`config.mk`:
```
export PLATFORM = sky130hd
export DESIGN_NAME = moore_prog_fsm_flat
export DESIGN_NICKNAME = d
export VERILOG_FILES = /design/src/rtl/moore_pkg.sv /design/src/rtl/moore_prog_fsm_if.sv /design/src/rtl/moore_tbl.sv /design/src/rtl/moore_prog_fsm.sv /design/src/flat_wrapper.sv
export SDC_FILE = /design/constraint.sdc
export NUM_CORES = 1
export LEC_CHECK = 0
export ABC_AREA = 1
export CAP_MARGIN = 10
export CORE_ASPECT_RATIO = 0.7
export CORE_UTILIZATION = 38
export DETAILED_ROUTE_END_ITERATION = 12
export PLACE_DENSITY_LB_ADDON = 0.1
export SLEW_MARGIN = 20
export SYNTH_ARGS = -nofsm -noshare
export SYNTH_HDL_FRONTEND = slang
export SYNTH_SLANG_ARGS = --single-unit
```
`constraint.sdc`:
```
create_clock -name clk -period 1.4 [get_ports clk]
set_input_delay 0.14 -clock clk [delete_from_list [all_inputs] [get_ports clk]]
set_output_delay 0.14 -clock clk [all_outputs]
set_load 0.03 [all_outputs]
```
`src/rtl/moore_pkg.sv`:
```
// Shared types, the default 6-state Moore table and the helpers that seed
// the programmable tables at reset.
package moore_pkg;

   localparam int unsigned MAX_STATE_W = 8;
   localparam int unsigned MAX_IN_W    = 8;
   localparam int unsigned DEF_ROWS    = 6;

   typedef logic [MAX_STATE_W-1:0] state_t;
   typedef logic [MAX_IN_W-1:0]    in_t;

   // Rows S0..S5: {next on x=0, next on x=1}
   localparam state_t DEFAULT_NEXT [DEF_ROWS][2] = '{
      '{8'd1, 8'd2},
      '{8'd1, 8'd3},
      '{8'd2, 8'd4},
      '{8'd5, 8'd0},
      '{8'd5, 8'd0},
      '{8'd0, 8'd0}
   };

   localparam logic DEFAULT_OUT [DEF_ROWS] = '{1'b0, 1'b1, 1'b1, 1'b0, 1'b0, 1'b1};

   // The default table applies only to the 1-bit-input, >=6-state shape;
   // every other row loops on itself.
   function automatic state_t default_next(input state_t s, input in_t x,
                                           input int unsigned num_states,
                                           input int unsigned in_w);
      if (in_w == 1 && num_states >= DEF_ROWS && 32'(s) < DEF_ROWS) begin
         return DEFAULT_NEXT[s[2:0]][x[0]];
      end
      return s;
   endfunction

   function automatic logic default_out(input state_t s, input int unsigned num_states,
                                        input int unsigned in_w);
      if (in_w == 1 && num_states >= DEF_ROWS && 32'(s) < DEF_ROWS) begin
         return DEFAULT_OUT[s[2:0]];
      end
      return 1'b0;
   endfunction

endpackage

```
`src/rtl/moore_prog_fsm_if.sv`:
```
// Step/config/observation bundle of moore_prog_fsm; the sequencer is the slave.
interface moore_prog_fsm_if #(
   parameter int unsigned STATE_W = 3,
   parameter int unsigned IN_W    = 1,
   parameter int unsigned OUT_W   = 1,
   parameter int unsigned DWELL_W = 8
);
   logic               en;
   logic [IN_W-1:0]    x;
   logic [OUT_W-1:0]   y;
   logic [STATE_W-1:0] state_o;
   logic               cfg_ns_we;
   logic               cfg_out_we;
   logic [STATE_W-1:0] cfg_state;
   logic [IN_W-1:0]    cfg_in;
   logic [STATE_W-1:0] cfg_next;
   logic [OUT_W-1:0]   cfg_out;
   logic               cfg_err;
   logic [DWELL_W-1:0] dwell;

   modport master (
      output en, x, cfg_ns_we, cfg_out_we, cfg_state, cfg_in, cfg_next, cfg_out,
      input  y, state_o, cfg_err, dwell
   );

   modport slave (
      input  en, x, cfg_ns_we, cfg_out_we, cfg_state, cfg_in, cfg_next, cfg_out,
      output y, state_o, cfg_err, dwell
   );
endinterface

```
`src/rtl/moore_tbl.sv`:
```
// Register-resident next-state and output tables: async reset to the default
// table, one write port, combinational read.
module moore_tbl
   import moore_pkg::*;
#(
   parameter int unsigned NUM_STATES = 6,
   parameter int unsigned STATE_W    = 3,
   parameter int unsigned IN_W       = 1,
   parameter int unsigned OUT_W      = 1
) (
   input  logic               clk,
   input  logic               reset,
   input  logic               ns_we,
   input  logic               out_we,
   input  logic [STATE_W-1:0] wr_state,
   input  logic [IN_W-1:0]    wr_in,
   input  logic [STATE_W-1:0] wr_next,
   input  logic [OUT_W-1:0]   wr_out,
   input  logic [STATE_W-1:0] rd_state,
   input  logic [IN_W-1:0]    rd_in,
   output logic [STATE_W-1:0] rd_next,
   output logic [OUT_W-1:0]   rd_out
);

   localparam int unsigned NUM_IN = 2 ** IN_W;
   localparam int unsigned IDX_W  = (NUM_STATES > 1) ? $clog2(NUM_STATES) : 1;

   logic [STATE_W-1:0] next_q [NUM_STATES][NUM_IN];
   logic [OUT_W-1:0]   out_q  [NUM_STATES];

   logic [IDX_W-1:0] wr_idx;
   logic [IDX_W-1:0] rd_idx;

   // Callers only present legal rows, so the narrow index never aliases.
   assign wr_idx = wr_state[IDX_W-1:0];
   assign rd_idx = rd_state[IDX_W-1:0];

   always_ff @(posedge clk or posedge reset) begin
      if (reset) begin
         for (int s = 0; s < NUM_STATES; s++) begin
            out_q[s] <= OUT_W'(default_out(state_t'(s), NUM_STATES, IN_W));
            for (int i = 0; i < NUM_IN; i++) begin
               next_q[s][i] <= STATE_W'(default_next(state_t'(s), in_t'(i), NUM_STATES, IN_W));
            end
         end
      end else begin
         if (ns_we) begin
            next_q[wr_idx][wr_in] <= wr_next;
         end
         if (out_we) begin
            out_q[wr_idx] <= wr_out;
         end
      end
   end

   always_comb begin
      rd_next = next_q[rd_idx][rd_in];
      rd_out  = out_q[rd_idx];
   end

endmodule

```
`src/rtl/moore_prog_fsm.sv`:
```
// Table-driven Moore sequencer with run-time rewritable tables.
// Optional dwell counter enabled by defining MOORE_DWELL_EN.
module moore_prog_fsm
   import moore_pkg::*;
#(
   parameter int unsigned NUM_STATES = 6,
   parameter int unsigned STATE_W    = 3,
   parameter int unsigned IN_W       = 1,
   parameter int unsigned OUT_W      = 1,
   parameter int unsigned DWELL_W    = 8
) (
   input logic              clk,
   input logic              reset,
   moore_prog_fsm_if.slave  bus
);

   logic [STATE_W-1:0] state_q;
   logic [STATE_W-1:0] state_d;
   logic [STATE_W-1:0] tbl_next;
   logic [OUT_W-1:0]   tbl_out;
   logic               cfg_req;
   logic               cfg_bad;
   logic               cfg_err_q;

   assign cfg_req = bus.cfg_ns_we | bus.cfg_out_we;
   // A bad row or a bad next-state target drops both halves of the write.
   assign cfg_bad = (32'(bus.cfg_state) >= NUM_STATES) ||
                    (bus.cfg_ns_we && (32'(bus.cfg_next) >= NUM_STATES));

   moore_tbl #(
      .NUM_STATES (NUM_STATES),
      .STATE_W    (STATE_W),
      .IN_W       (IN_W),
      .OUT_W      (OUT_W)
   ) u_tbl (
      .clk      (clk),
      .reset    (reset),
      .ns_we    (bus.cfg_ns_we & ~cfg_bad),
      .out_we   (bus.cfg_out_we & ~cfg_bad),
      .wr_state (bus.cfg_state),
      .wr_in    (bus.cfg_in),
      .wr_next  (bus.cfg_next),
      .wr_out   (bus.cfg_out),
      .rd_state (state_q),
      .rd_in    (bus.x),
      .rd_next  (tbl_next),
      .rd_out   (tbl_out)
   );

   always_ff @(posedge clk or posedge reset) begin
      if (reset) begin
         state_q <= '0;
      end else begin
         state_q <= state_d;
      end
   end

   always_comb begin
      state_d = state_q;
      if (bus.en) begin
         state_d = tbl_next;
      end
   end

   always_comb begin
      bus.y       = tbl_out;
      bus.state_o = state_q;
      bus.cfg_err = cfg_err_q;
   end

   always_ff @(posedge clk or posedge reset) begin
      if (reset) begin
         cfg_err_q <= 1'b0;
      end else begin
         cfg_err_q <= cfg_req & cfg_bad;
      end
   end

`ifdef MOORE_DWELL_EN
   logic [DWELL_W-1:0] dwell_q;

   always_ff @(posedge clk or posedge reset) begin
      if (reset) begin
         dwell_q <= '0;
      end else if (state_d != state_q) begin
         dwell_q <= '0;
      end else if (dwell_q != '1) begin
         dwell_q <= dwell_q + DWELL_W'(1);
      end
   end

   assign bus.dwell = dwell_q;
`else
   assign bus.dwell = DWELL_W'(0);
`endif

   a_state_legal : assert property (@(posedge clk) disable iff (reset)
      32'(state_q) < NUM_STATES)
      else $error("moore_prog_fsm: illegal state %0d", state_q);

endmodule

```
`src/flat_wrapper.sv`:
```
// flat-port wrapper written by rule: the top's interface ports become plain ports
module moore_prog_fsm_flat import moore_pkg::*;
#(
   parameter int unsigned NUM_STATES = 6,
   parameter int unsigned STATE_W    = 3,
   parameter int unsigned IN_W       = 1,
   parameter int unsigned OUT_W      = 1,
   parameter int unsigned DWELL_W    = 8
)
  (clk, reset, bus_en, bus_x, bus_cfg_ns_we, bus_cfg_out_we, bus_cfg_state, bus_cfg_in, bus_cfg_next, bus_cfg_out, bus_y, bus_state_o, bus_cfg_err, bus_dwell);
  moore_prog_fsm_if #(.STATE_W(STATE_W), .IN_W(IN_W), .OUT_W(OUT_W), .DWELL_W(DWELL_W)) bus_i ();
  input logic clk;
  input logic reset;
  input wire logic [$bits(bus_i.en)-1:0] bus_en;
  input wire logic [$bits(bus_i.x)-1:0] bus_x;
  input wire logic [$bits(bus_i.cfg_ns_we)-1:0] bus_cfg_ns_we;
  input wire logic [$bits(bus_i.cfg_out_we)-1:0] bus_cfg_out_we;
  input wire logic [$bits(bus_i.cfg_state)-1:0] bus_cfg_state;
  input wire logic [$bits(bus_i.cfg_in)-1:0] bus_cfg_in;
  input wire logic [$bits(bus_i.cfg_next)-1:0] bus_cfg_next;
  input wire logic [$bits(bus_i.cfg_out)-1:0] bus_cfg_out;
  output wire logic [$bits(bus_i.y)-1:0] bus_y;
  output wire logic [$bits(bus_i.state_o)-1:0] bus_state_o;
  output wire logic [$bits(bus_i.cfg_err)-1:0] bus_cfg_err;
  output wire logic [$bits(bus_i.dwell)-1:0] bus_dwell;
  assign bus_i.en = bus_en;
  assign bus_i.x = bus_x;
  assign bus_i.cfg_ns_we = bus_cfg_ns_we;
  assign bus_i.cfg_out_we = bus_cfg_out_we;
  assign bus_i.cfg_state = bus_cfg_state;
  assign bus_i.cfg_in = bus_cfg_in;
  assign bus_i.cfg_next = bus_cfg_next;
  assign bus_i.cfg_out = bus_cfg_out;
  assign bus_y = bus_i.y;
  assign bus_state_o = bus_i.state_o;
  assign bus_cfg_err = bus_i.cfg_err;
  assign bus_dwell = bus_i.dwell;
  moore_prog_fsm #(.NUM_STATES(NUM_STATES), .STATE_W(STATE_W), .IN_W(IN_W), .OUT_W(OUT_W), .DWELL_W(DWELL_W)) u_core (.clk(clk), .reset(reset), .bus(bus_i));
endmodule
```
==> flow_metrics.tcl <==
set metrics [dict create \
    hpwl_mm 4.63 \
    drtIter0Drc 126 \
    port-buffer-count 18 \
    fin_crit_ns 1.57 \
    clockBufferDepth 2 \
    area_growth_pct 24.7 \
    design.die.area_mm2 0.00693 \
    cts_tree "built" \
    fmax_ghz 0.636 \
    fp.dieW_um 99.1 \
    layout-drive-gt1-share 0.198 \
    grt_max_degree 47 \
    intPower_mw 2.82 \
    start_util 0.398 \
    cts.clk_slew.worst_paths_ns 0.08 \
    route.detailed.drc 0 \
    powerDensity_mw_per_mm2 1450 \
    finalHoldViolations 0 \
    htreeDepth 2 \
    yosys_most_used_dff "dfrtp_1" \
    critPathRequiredTime_ns 1.26 \
    overflow 0 \
    routabilityCongestion 0.812 \
    syn_area_mm2 0.00251 \
    clock_sinks 46 \
    synth.area.top_cells "dfrtp_1 (32%), nand2_1 (19%), dfstp_2 (15%)" \
    finalWorstSetupSlack_ns -0.172 \
    grt_util_all_layers 0.202 \
    cp.arrival_ns 1.43 \
    yosys_warnings 0 \
    worst-setup-path-type "register to primary output" \
    slew_violations 0 \
    switching_share 0.376 \
    cp_cell_sequence "nor2_2 -> o21ai_0 -> o21ai_4 -> buf_6" \
    ant_nets 0 \
    synth_async_sr_flop_share 1.00 \
    fin_crit_sh 1.12 \
    ctsRootBufferMaster "clkbuf_8" \
    hold_class "input port to async pin" \
    ys_seq_elements 46 \
    seqPwrFrac 0.430 \
    synth_top_area_frac 0.319 \
    maxCapViolations 0 \
    ys_seq_area_frac 0.466 \
    syn_area_per_cell_um2 7.33 \
    status "finished with violations" \
    endpoint_kind "primary output" \
    io_pins 27 \
    routedWlPerCell_um 13.6 \
    core_mm2 0.00631 \
    num-nets-final 401 \
    ir_worst_vdd_mv 0.775 \
    fill_cells 633 \
    r2r_slack_ns -0.06 \
    leakagePower_nw 1.57 \
    dieHeight_um 70.0 \
    timing.hold.ws_ns 0.183 \
    combPwrFrac 0.382 \
    diodes 0 \
    post-synth-top-count-cell "nand2_1" \
    fin_skew_ns 0.00533 \
    post-route-util 0.496 \
    via_per_inst 4.83 \
    numCtsBuffers 5 \
    cpPeakStageDelay_ns 0.47 \
    yosys.cell_types.count 23 \
    violations "negative setup slack" \
    synth-edff-count 0 \
    num_rows 24 \
    synthTopCellsByCount "nand2_1 (128), nand3_1 (50), inv_1 (37)" \
    grt_pass1_vias 2041 \
    antenna_found_initial 0 \
    rsz0062_at_grt "yes" \
    power_frac_clock 0.187 \
    dr.pass1.iters 4 \
    switchingPower_mw 1.70 \
    ctsHoldBuffers 0 \
    startpoint_type "register" \
    grt_pass1_wl_mm 10.6 \
    setup_viol 4 \
    wirelength_mm 6.34 \
    worstPathMaxFanout 6 \
    slowest_stage "dfrtp_2" \
    synth_cells 342 \
    vias 2253 \
    clkLatencyLatePin_ns 0.30 \
    synth.largest_area_cell "dfrtp_1" \
]
## routing by layer
layer  routed length, um  vias up  global-route usage
met4                  29        0              0.0392
met5                   0        -                   0
met1                3270     1050               0.320
li1                    -     1145                   -
met3                 376        2              0.0430
met2                2670       56               0.279
## final cells by class
cell class,instances,area (um^2),area share
Inverter,40,150,0.0480
Tap cell,78,97.6,0.0312
Multi-Input combinational cell,244,1130,0.362
Timing Repair Buffer,50,485,0.155
Sequential cell,46,1170,0.375
Clock buffer,7,86.3,0.0276
Clock inverter,1,5.00,0.00160
## per-stage QoR
stage,area [um^2],instances,power [mW],worst slack (ns),setup TNS (ns)
2_1_floorplan,2560,349,3.01,0.0179,0
3_3_place_gp,2990,456,3.60,-0.181,-4.49
3_5_place_dp,2990,456,3.60,-0.224,-5.67
4_1_cts,3090,465,4.49,-0.203,-0.219
5_1_grt,3130,466,4.84,-0.263,-0.719
6_report,3130,466,4.52,-0.172,-0.365
## placed cells by master (no fill, tap or decap), types with 2 or more instances in the layout
cell type and instances:
nand2_1 128, nand3_1 49, inv_1 35, dfrtp_1 30, buf_4 26, nor2_1 19
o21ai_0 18, dfstp_2 14, clkdlybuf4s50_1 13, conb_1 8, clkbuf_8 6, inv_2 5
buf_12 5, nor3_4 4, o21ai_1 3, dlygate4sd2_1 3, buf_6 3, nor3_2 2
a21oi_1 2, a21oi_2 2, nor2_4 2, dfrtp_2 2
## worst paths after layout
| path | startpoint | end | cells after the start |
|---|---|---|---|
| setup / recovery | u_core.bus.state_o[1]$_DFFE_PP0P_ | bus_y | 4 |
| hold / removal | reset | u_core.u_tbl.out_q[5]$_DFFE_PP0P_ | 3 |
| setup reg to reg | u_core.bus.state_o[0]$_DFFE_PP0P_ | u_core.bus.state_o[1]$_DFFE_PP0P_ | 7 |
| hold reg to reg | u_core.u_tbl.next_q[15]$_DFFE_PP1P_ | u_core.u_tbl.next_q[15]$_DFFE_PP1P_ | 2 |
| max in group asynchronous | reset | u_core.u_tbl.next_q[27]$_DFFE_PP1P_ | 3 |
| min in group clk | u_core.u_tbl.next_q[15]$_DFFE_PP1P_ | u_core.u_tbl.next_q[15]$_DFFE_PP1P_ | 2 |
## timing repair
| item | CTS | global route |
|---|---|---|
| pin swaps | 2 | 4 |
| setup endpoints to repair | 5 | 7 |
| cloned | 0 | 0 |
| resized for setup | 8 | 7 |
| buffers inserted | 1 | 1 |
| hold endpoints to repair | 0 | 0 |
## worst max-delay path: cells and delay by family (launching register included)
family / cells / cell delay [ns]
flip-flops: 1 / 0.47
AO/OA/AOI/OAI: 2 / 0.35
buffers and inverters: 1 / 0.15
AND/OR/NAND/NOR: 1 / 0.17
## cells by family (layout without fill, tap and decap cells)
group | after synthesis | after routing | synth area share
buffers and inverters | 59 | 98 | 0.109
AND/OR/NAND/NOR | 209 | 209 | 0.369
AO/OA/AOI/OAI | 27 | 27 | 0.0549
other | 1 | 8 | 0.00150
flip-flops | 46 | 46 | 0.466
## sequential cells by signal, summed over array words and instances (netlist names)
name,cells
u_core.bus.state_o,3
u_core.bus.cfg_err,1
u_core.u_tbl.next_q,36
u_core.u_tbl.out_q,6
## power groups by stage
stage / combinational, mW / sequential [mW] / clock (mW)
3_3_place_gp: 1.62 / 1.98 / 0
3_5_place_dp: 1.62 / 1.98 / 0
5_1_grt: 1.93 / 1.98 / 0.932
6_report: 1.73 / 1.94 / 0.846
4_1_cts: 1.68 / 1.94 / 0.870
2_1_floorplan: 1.07 / 1.94 / 0
(Power assumes the default switching activity.)
